File: src/rtl/cbx_pkg.sv
// Shared definitions for the X-channel connection block: configuration FSM
// states, select-width sizing and tap placement along the channel.
package cbx_pkg;

  typedef enum logic [1:0] {
    IDLE  = 2'd0,
    SHIFT = 2'd1,
    EVAL  = 2'd2
  } cfg_state_t;

  // One extra code beyond the 2*FANIN inputs keeps the all-ones code free,
  // so it can always mean "disconnected".
  function automatic int sel_bits(input int fanin);
    return $clog2(2 * fanin + 1);
  endfunction

  function automatic int tap_index(input int i, input int t, input int stride,
                                   input int width);
    return (i + t * stride) % width;
  endfunction

endpackage

File: src/rtl/cbx_ipin_mux.sv
// Per-pin routing mux: selects one of 2*FANIN tap bits, or drives 0 for any
// select code outside the valid input range.
module cbx_ipin_mux #(
  parameter int FANIN    = 5,
  parameter int SEL_BITS = 4
) (
  input  logic [2*FANIN-1:0] data,
  input  logic [SEL_BITS-1:0] sel,
  output logic                out
);

  always_comb begin
    out = 1'b0;
    for (int j = 0; j < 2 * FANIN; j++) begin
      if (sel == SEL_BITS'(j)) out = data[j];
    end
  end

endmodule

File: src/rtl/cbx_param_shadow.sv
// X-channel connection block with a shadowed scan-chain configuration: bits
// shift into a shadow register and are committed atomically to the mux selects.
module cbx_param_shadow
  import cbx_pkg::*;
#(
  parameter int CHAN_WIDTH = 20,
  parameter int NUM_IPIN   = 12,
  parameter int FANIN      = 5,
  parameter int TAP_STRIDE = 4
) (
  input  logic                  prog_clk,
  input  logic                  pReset,
  input  logic                  config_enable,
  input  logic                  ccff_head,
  input  logic [CHAN_WIDTH-1:0] chanx_left_in,
  input  logic [CHAN_WIDTH-1:0] chanx_right_in,
  output logic [CHAN_WIDTH-1:0] chanx_left_out,
  output logic [CHAN_WIDTH-1:0] chanx_right_out,
  output logic [NUM_IPIN-1:0]   ipin_out,
  output logic                  ccff_tail,
  output logic                  cfg_done,
  output logic                  cfg_err
);

  localparam int SEL_BITS   = sel_bits(FANIN);
  localparam int TOTAL_BITS = NUM_IPIN * SEL_BITS;
  localparam int CNT_W      = $clog2(TOTAL_BITS + 2);

  localparam logic [CNT_W-1:0] CNT_ONE  = CNT_W'(1);
  localparam logic [CNT_W-1:0] CNT_FULL = CNT_W'(TOTAL_BITS);
  localparam logic [CNT_W-1:0] CNT_OVER = CNT_W'(TOTAL_BITS + 1);

  logic [TOTAL_BITS-1:0] shadow;
  logic [TOTAL_BITS-1:0] active;
  logic [CNT_W-1:0]      bit_cnt;
  cfg_state_t            state;
  logic                  shift_en;

  assign chanx_left_out  = chanx_right_in;
  assign chanx_right_out = chanx_left_in;
  assign ccff_tail       = shadow[TOTAL_BITS-1];

  // The EVAL cycle deliberately drops any enable so the length judged is stable.
  assign shift_en = config_enable && (state != EVAL);

  always_ff @(posedge prog_clk) begin
    if (pReset) begin
      shadow   <= '0;
      active   <= '1;
      bit_cnt  <= '0;
      state    <= IDLE;
      cfg_done <= 1'b0;
      cfg_err  <= 1'b0;
    end else begin
      cfg_done <= 1'b0;
      if (shift_en) shadow <= {shadow[TOTAL_BITS-2:0], ccff_head};
      case (state)
        IDLE: begin
          if (config_enable) begin
            state   <= SHIFT;
            bit_cnt <= CNT_ONE;
          end
        end
        SHIFT: begin
          if (config_enable) begin
            if (bit_cnt != CNT_OVER) bit_cnt <= bit_cnt + CNT_ONE;
          end else begin
            state <= EVAL;
          end
        end
        EVAL: begin
          if (bit_cnt == CNT_FULL) begin
            active   <= shadow;
            cfg_done <= 1'b1;
            cfg_err  <= 1'b0;
          end else begin
            cfg_err <= 1'b1;
          end
          bit_cnt <= '0;
          state   <= IDLE;
        end
        default: begin
          bit_cnt <= '0;
          state   <= IDLE;
        end
      endcase
    end
  end

  // Pin 0 occupies the MSB field of the active register.
  for (genvar i = 0; i < NUM_IPIN; i++) begin : g_pin
    logic [2*FANIN-1:0] taps;
    for (genvar t = 0; t < FANIN; t++) begin : g_tap
      localparam int K = tap_index(i, t, TAP_STRIDE, CHAN_WIDTH);
      assign taps[2*t]   = chanx_left_in[K];
      assign taps[2*t+1] = chanx_right_in[K];
    end
    cbx_ipin_mux #(
      .FANIN    (FANIN),
      .SEL_BITS (SEL_BITS)
    ) u_mux (
      .data (taps),
      .sel  (active[TOTAL_BITS-1-i*SEL_BITS -: SEL_BITS]),
      .out  (ipin_out[i])
    );
  end

endmodule
File: config.mk
export PLATFORM = sky130hd
export DESIGN_NAME = cbx_param_shadow
export DESIGN_NICKNAME = d
export VERILOG_FILES = /design/src/rtl/cbx_pkg.sv /design/src/rtl/cbx_ipin_mux.sv /design/src/rtl/cbx_param_shadow.sv
export SDC_FILE = /design/constraint.sdc
export NUM_CORES = 1
export LEC_CHECK = 0
export CORE_MARGIN = 3
export CORE_UTILIZATION = 52
export CTS_BUF_LIST = sky130_fd_sc_hd__clkbuf_16
export DETAILED_ROUTE_END_ITERATION = 8
export GPL_TIMING_DRIVEN = 0
export PLACE_DENSITY = 0.82
export SYNTH_ARGS = -nofsm -noshare
export SYNTH_HDL_FRONTEND = slang
export SYNTH_SLANG_ARGS = --single-unit
File: constraint.sdc
create_clock -name prog_clk -period 2.1 [get_ports prog_clk]
set_clock_uncertainty 0.15 [all_clocks]
set_input_delay 0.525 -clock prog_clk [delete_from_list [all_inputs] [get_ports prog_clk]]
set_output_delay 0.525 -clock prog_clk [all_outputs]
set_load 0.05 [all_outputs]
==> run_results.csv, run 1 <==
group,metric,value,unit
die,core_area,8980,um^2
setup_path,r2r_cells,6,
grt,grt_max_degree,18,
outcome,violations,"setup timing",
placed_design,dpl_cell_area,6070,um^2
timing,fin_crit_sh,112,%
min_path,min_path_cells,2,
logic_synthesis,synthTopCellsByCount,"dfxtp_1 (106), nand2_1 (98), buf_4 (52), a21oi_1 (49), o22a_1 (48)",
setup_path,worstSetupEndpointType,"primary output",
setup_path,worstPathArrival,1.67,ns
setup_path,critPathRequiredTime,1.42,ns
die,io-pin-count,99,
die,die_h,103,um
power_and_ir_drop,p_total,4.19,mW
drt,antenna_left,0,
grt,grt_antenna_before_repair,0,
min_path,hold_class,"reg2reg",
grt,globalRouteOverflowTotal,0,
timing,rsz0062_at_grt,"true",
timing,setup_viol,12,
clocking,htreeDepth,3,
setup_path,crit_type,"in2out",
clocking,hold_buffers,0,
clocking,clk_pin_slew_worst_paths,0.07,ns
clocking,clk_latency,0.35,ns
drt,viasPerCell,5.59,
setup_path,cp-start-kind,"primary input",
drt,wl_per_cell,17.6,um
power_and_ir_drop,leakagePower,2.58,nW
logic_synthesis,syn_avg_cell_area,9.74,um^2
die,placementRows,34,
die,start_util,55.0,%
drt,dr.pass1.iters,4,
logic_synthesis,yosysTopAreaCellShare,43.0,%
die,dieArea,10700,um^2
placed_design,portBuffers,97,
finish,fillers,652,
finish,final_util,72.0,%
power_and_ir_drop,swShare,25.3,%
finish,layout-drive-gt1-share,26.3,%
logic_synthesis,synth_xor_area_share,0.532,%
power_and_ir_drop,power.internal,3.13,mW
logic_synthesis,yosysUniqueCellTypes,31,
finish,n_antenna_cell,0,
finish,postLayoutCellArea,6460,um^2
clocking,cts_buffer_depth,2,
logic_synthesis,ys_async_sr_fraction,0,%
power_and_ir_drop,p_comb_share,12.5,%
flow_run,cap_violations,0,
drt,drt_iter0_markers,152,
grt,track_usage,24.8,%
drt,drt-total-wl,13.1,mm
drt,vias,4167,
logic_synthesis,synthMuxAreaShare,16.2,%
setup_path,startpoint,"chanx_left_in[11]",
logic_synthesis,syn_nets,554,
clocking,cts_tree,"done",
min_path,hold_start,"shadow[1]",
setup_path,crit_fanout,4,
logic_synthesis,netlist_area,4940,um^2
grt,grt_pass1_vias,4167,
die,die_w,103,um
power_and_ir_drop,p_per_area,649,nW/um^2
setup_path,cpPeakStageDelay,0.48,ns
placed_design,place_congestion,0.868,
logic_synthesis,synthAdderAreaFrac,0.760,%
setup_path,reg2reg_to,"active[28]",
power_and_ir_drop,p_seq_share,47.9,%
timing,slew_viol_final,0,
setup_path,cp_slowest_cell,"mux4_2",
logic_synthesis,synthTopCellsByArea,"dfxtp_1 (43%), mux4_2 (11%), o22a_1 (8.5%), buf_4 (7.9%), nand2_1 (7.4%)",
timing,max_freq,426,MHz
setup_path,r2r_setup_slack,0.12,ns
power_and_ir_drop,switchingPower,1.06,mW
finish,multi_input_area,2300,um^2
logic_synthesis,ys_warn_count,0,
timing,layout_setup_ws,-0.248,ns
min_path,holdPathEnd,"shadow[2]",
timing,worst_pin_slew,0.603,ns
logic_synthesis,synth_compound_area_share,15.3,%
logic_synthesis,synth_edf_count,0,
outcome,status,"finished, violations left",
power_and_ir_drop,pwr-share-clk,39.6,%
setup_path,worstReg2RegStart,"bit_cnt[2]",
finish,final-seq-area,2170,um^2
logic_synthesis,synth_top_area_cell,"dfxtp_1",
finish,nets,662,
logic_synthesis,yosysSeqAreaShare,43.0,%
timing,relSlewSlack,59.8,%
logic_synthesis,synth_top_family_by_area,"multiplexers",
power_and_ir_drop,ir_drop,414,uV
logic_synthesis,synth-seq-cells,106,
grt,grt_first_pass_wirelength,20.6,mm
logic_synthesis,synth_most_common_cell,"dfxtp_1",
timing,finalCriticalPeriod,2.35,ns
timing,hold_violations,0,
setup_path,crit_chain,"clkdlybuf4s15_1 -> mux4_2 -> mux2i_1 -> o21ai_1 -> buf_8",
placed_design,dpl.hpwl,9.12,mm
finish,syn_to_final_growth,30.8,%
clocking,clock_sinks,106,
logic_synthesis,synthCells,507,
drt,drc_errors,0,
clocking,cts_buffers,9,
clocking,cts-root-buf,"clkbuf_16",
logic_synthesis,synthSimpleGateAreaFrac,13.2,%
logic_synthesis,synth-main-ff-cell,"dfxtp_1",
==> power by group through the flow <==
stage / clock network, mW / logic, mW / registers [mW]
2_1_floorplan: 0 / 0.335 / 2.07
3_3_place_gp: 0 / 0.553 / 2.07
3_5_place_dp: 0 / 0.562 / 2.07
4_1_cts: 1.66 / 0.519 / 2.01
5_1_grt: 1.75 / 0.555 / 2.01
6_report: 1.66 / 0.525 / 2.01
==> logic make-up (layout without fill, tap and decap cells) <==
| logic type | after synthesis | count (layout) |
|---|---|---|
| AO/OA/AOI/OAI | 114 | 114 |
| XOR/XNOR | 3 | 3 |
| adder cells (fa/ha/maj) | 3 | 3 |
| buffers and inverters | 84 | 197 |
| flip-flops | 106 | 106 |
| multiplexers | 50 | 50 |
| AND/OR/NAND/NOR | 147 | 147 |
==> how the worst max path moves through the flow <==
stage,end,cells past startpoint
final,ipin_out[11],5
after CTS,ipin_out[4],4
after global placement,ipin_out[10],6
after floorplan,ipin_out[0],4
after detailed placement,ipin_out[6],6
after global routing,ipin_out[11],4
==> timing repair <==
action	CTS	global route
pin swaps	12	12
resized for setup	282	23
buffers inserted	11	1
setup endpoints to repair	75	45
==> sequential cells by signal, summed over array words and instances, names as in the netlist <==
| register | cells |
|---|---|
| active | 48 |
| shadow | 48 |
| bit_cnt | 6 |
| state | 2 |
| cfg_done | 1 |
| cfg_err | 1 |
==> metal layers <==
layer | vias up | global-route usage, % | wire, um
li1 | 1968 | - | -
met1 | 2062 | 29.1 | 5100
met2 | 116 | 45.4 | 7110
met3 | 21 | 4.02 | 648
met4 | 0 | 9.16 | 256
met5 | - | 0 | 0
==> metrics by stage <==
step	instances	worst slack, ns	hold WS (ns)	setup TNS, ns
2_1_floorplan	507	0.0869	0.295	0
3_3_place_gp	730	-1.11	0.302	-42.65
3_5_place_dp	730	-1.15	0.309	-45.12
4_1_cts	745	-0.260	0.316	-2.74
5_1_grt	746	-0.293	0.342	-3.26
6_report	746	-0.248	0.321	-2.63
==> cell usage in the layout (no fill, tap or decap), drive strengths merged <==
cell           synthesis  final
buf                   64     78
nand3b                12     12
clkdlybuf4s50          0      2
xnor2                  1      1
and3                   2      2
bufinv                 0      1
xor2                   2      2
nor4bb                 1      1
a211oi                 1      1
nand2b                 2      2
a31oi                  1      1
a31o                   1      1
nand4                  3      3
mux2i                 26     26
o22a                  48     48
inv                    5      8
mux4                  24     24
clkbuf                15     27
dlygate4sd2            0     32
nor2                  22     22
nor2b                  2      2
nor3                   2      2
or2                    2      2
ha                     3      3
clkdlybuf4s15          0     46
o21ai                 14     14
and2                   1      1
nand2                 98     98
a21oi                 49     49
clkinv                 0      3
dfxtp                106    106
==> final cells by class <==
type | count | share of cell area (%)
plain buffers | 67 | 6.86
clock inverters | 7 | 1.07
clock buffers | 9 | 3.49
well taps | 126 | 2.44
flip-flops and latches | 106 | 33.6
repair buffers | 109 | 16.7
multi-input cells | 317 | 35.6
inverters | 5 | 0.290
==> worst max-delay path, delay by kind of cell <==
kind / cells / cell delay [ns]
compound gates: 1 / 0.10
buf+inv: 2 / 0.39
mux: 2 / 0.65
Note: power is estimated with default switching activity, not from simulation.
==> run 2: changes to the inputs <==
--- a/config.mk
+++ b/config.mk
@@ -11,6 +11,7 @@
 export DETAILED_ROUTE_END_ITERATION = 8
 export GPL_TIMING_DRIVEN = 0
 export PLACE_DENSITY = 0.82
+export REMOVE_ABC_BUFFERS = 1
 export SYNTH_ARGS = -nofsm -noshare
 export SYNTH_HDL_FRONTEND = slang
 export SYNTH_SLANG_ARGS = --single-unit
==> run 2 against run 1 <==
Against the previous run:
- the flow still finishes with violations (setup timing)
- clock power is 4% higher
- sequential share of layout area is 2.6 points higher
- critical path type unchanged
- cell count is 8.4% lower
- sequential power hardly changed
- largest power group unchanged
- count of clock-buffer cells in the layout stayed put
- critical path depth stayed put
- power is 0.46% lower
==> run_results.csv, run 2 (same netlist as run 1, synthesis figures left out) <==
group,metric,value,unit
outcome,status,"finished, violations left",
outcome,violations,"setup timing",
finish,layout-drive-gt1-share,22.6,%
finish,nets,599,
finish,final-seq-area,2170,um^2
drt,drt_iter0_markers,201,
placed_design,dpl.hpwl,7.23,mm
grt,grt_antenna_before_repair,0,
finish,final_cell_mix,"nand2_1 (98), dfxtp_1 (93), a21oi_1 (49)",
grt,grt_pass1_vias,3766,
timing,fin_crit_sh,112,%
grt,grt_max_degree,54,
clocking,hold_buffers,0,
drt,wl_per_cell,16.2,um
clocking,clk_latency,0.33,ns
drt,dr.pass1.iters,5,
setup_path,r2r_cells,5,
finish,final_util,66.8,%
clocking,htreeDepth,3,
placed_design,place_congestion,0.848,
grt,grt_first_pass_wirelength,17.9,mm
drt,vias,3866,
grt,globalRouteOverflowTotal,0,
timing,relSlewSlack,59.9,%
clocking,cts_tree,"done",
clocking,cts-root-buf,"clkbuf_16",
power_and_ir_drop,p_per_area,696,nW/um^2
finish,multi_input_area,2310,um^2
die,die_h,103,um
clocking,cts_buffer_depth,2,
setup_path,critPathRequiredTime,1.42,ns
setup_path,worstReg2RegStart,"state[1]",
grt,track_usage,20.8,%
drt,drt-total-wl,11.1,mm
timing,max_freq,424,MHz
setup_path,r2r_setup_slack,0.10,ns
timing,rsz0062_at_grt,"true",
drt,antenna_left,0,
die,io-pin-count,99,
min_path,hold_class,"reg2reg",
min_path,hold_start,"shadow[3]",
die,start_util,55.0,%
setup_path,crit_fanout,4,
clocking,clk_pin_slew_worst_paths,0.07,ns
power_and_ir_drop,leakagePower,2.33,nW
setup_path,crit_type,"in2out",
timing,worst_pin_slew,0.602,ns
clocking,clock_sinks,106,
setup_path,worstSetupEndpointType,"primary output",
finish,reg_top3,"active (48), shadow (48), bit_cnt (6)",
min_path,min_path_cells,2,
die,placementRows,34,
flow_run,cap_violations,0,
setup_path,worstPathArrival,1.69,ns
die,die_w,103,um
timing,setup_viol,12,
finish,final_common_cell,"nand2_1",
finish,n_antenna_cell,0,
min_path,holdPathEnd,"shadow[4]",
timing,tns,-2.20,ns
finish,syn_to_final_growth,21.3,%
setup_path,reg2reg_to,"active[37]",
timing,finalCriticalPeriod,2.36,ns
die,core_area,8980,um^2
drt,viasPerCell,5.66,
timing,slew_viol_final,0,
finish,fillers,686,
timing,hold_violations,0,
drt,drc_errors,0,
placed_design,portBuffers,98,
setup_path,cp-start-kind,"primary input",
clocking,cts_buffers,9,
power_and_ir_drop,ir_drop,481,uV
timing,layout_setup_ws,-0.261,ns
die,dieArea,10700,um^2
==> run 2: worst max-delay path, cell delays in order <==
cell and delay (ns):
clkdlybuf4s15_2 0.22, mux4_2 0.48, mux2i_2 0.22, o21ai_2 0.08
buf_6 0.15
==> run 2: through the flow <==
| stage | power [mW] | setup slack [ns] | instance area [um^2] | hold slack (ns) | cells |
|---|---|---|---|---|---|
| after floorplan | 2.17 | -0.455 | 4410 | 0.289 | 428 |
| after global placement | 2.55 | -2.26 | 5550 | 0.302 | 652 |
| after detailed placement | 2.56 | -1.06 | 5620 | 0.310 | 655 |
| after CTS | 4.19 | -0.245 | 5980 | 0.319 | 683 |
| after global routing | 4.31 | -0.287 | 5990 | 0.330 | 683 |
| final | 4.17 | -0.261 | 5990 | 0.317 | 683 |
==> run 2: how the worst max path moves through the flow <==
| stage | start | end | slack (ns) | cells after the start |
|---|---|---|---|---|
| floorplan | chanx_right_in[0] | ipin_out[0] | -0.45 | 3 |
| CTS | active[12] | ipin_out[8] | -0.25 | 4 |
| detailed placement | chanx_left_in[2] | ipin_out[2] | -1.06 | 5 |
| global route | active[36] | ipin_out[2] | -0.29 | 4 |
| global placement | pReset | active[22] | -2.26 | 3 |
| finish | chanx_right_in[2] | ipin_out[2] | -0.26 | 5 |
==> run 2: final cells by class <==
type | instances | share of cell area [%]
clock inverters | 7 | 1.42
well taps | 126 | 2.63
flip-flops and latches | 106 | 36.2
repair buffers | 113 | 17.2
clock buffers | 9 | 3.76
multi-input cells | 317 | 38.5
inverters | 5 | 0.313
==> run 2: what timing repair did <==
item | CTS | global route
setup endpoints to repair | 103 | 50
pin swaps | 10 | 10
buffers inserted | 12 | 0
resized for setup | 305 | 9
==> run 2: power breakdown <==
group          switching [mW]  total, mW  internal (mW)
Sequential            0.00762       2.01           2.00
Combinational           0.300      0.448          0.148
Clock                   0.684       1.72           1.03
Total                   0.991       4.17           3.18
==> run 2: metal layers <==
layer  GRT usage, %  up-vias  wire (um)
li1               -     1852          -
met1           26.5     1882       4620
met2           36.0      122       5760
met3           4.69       10        599
met4           4.78        0         92
met5              0        -          0
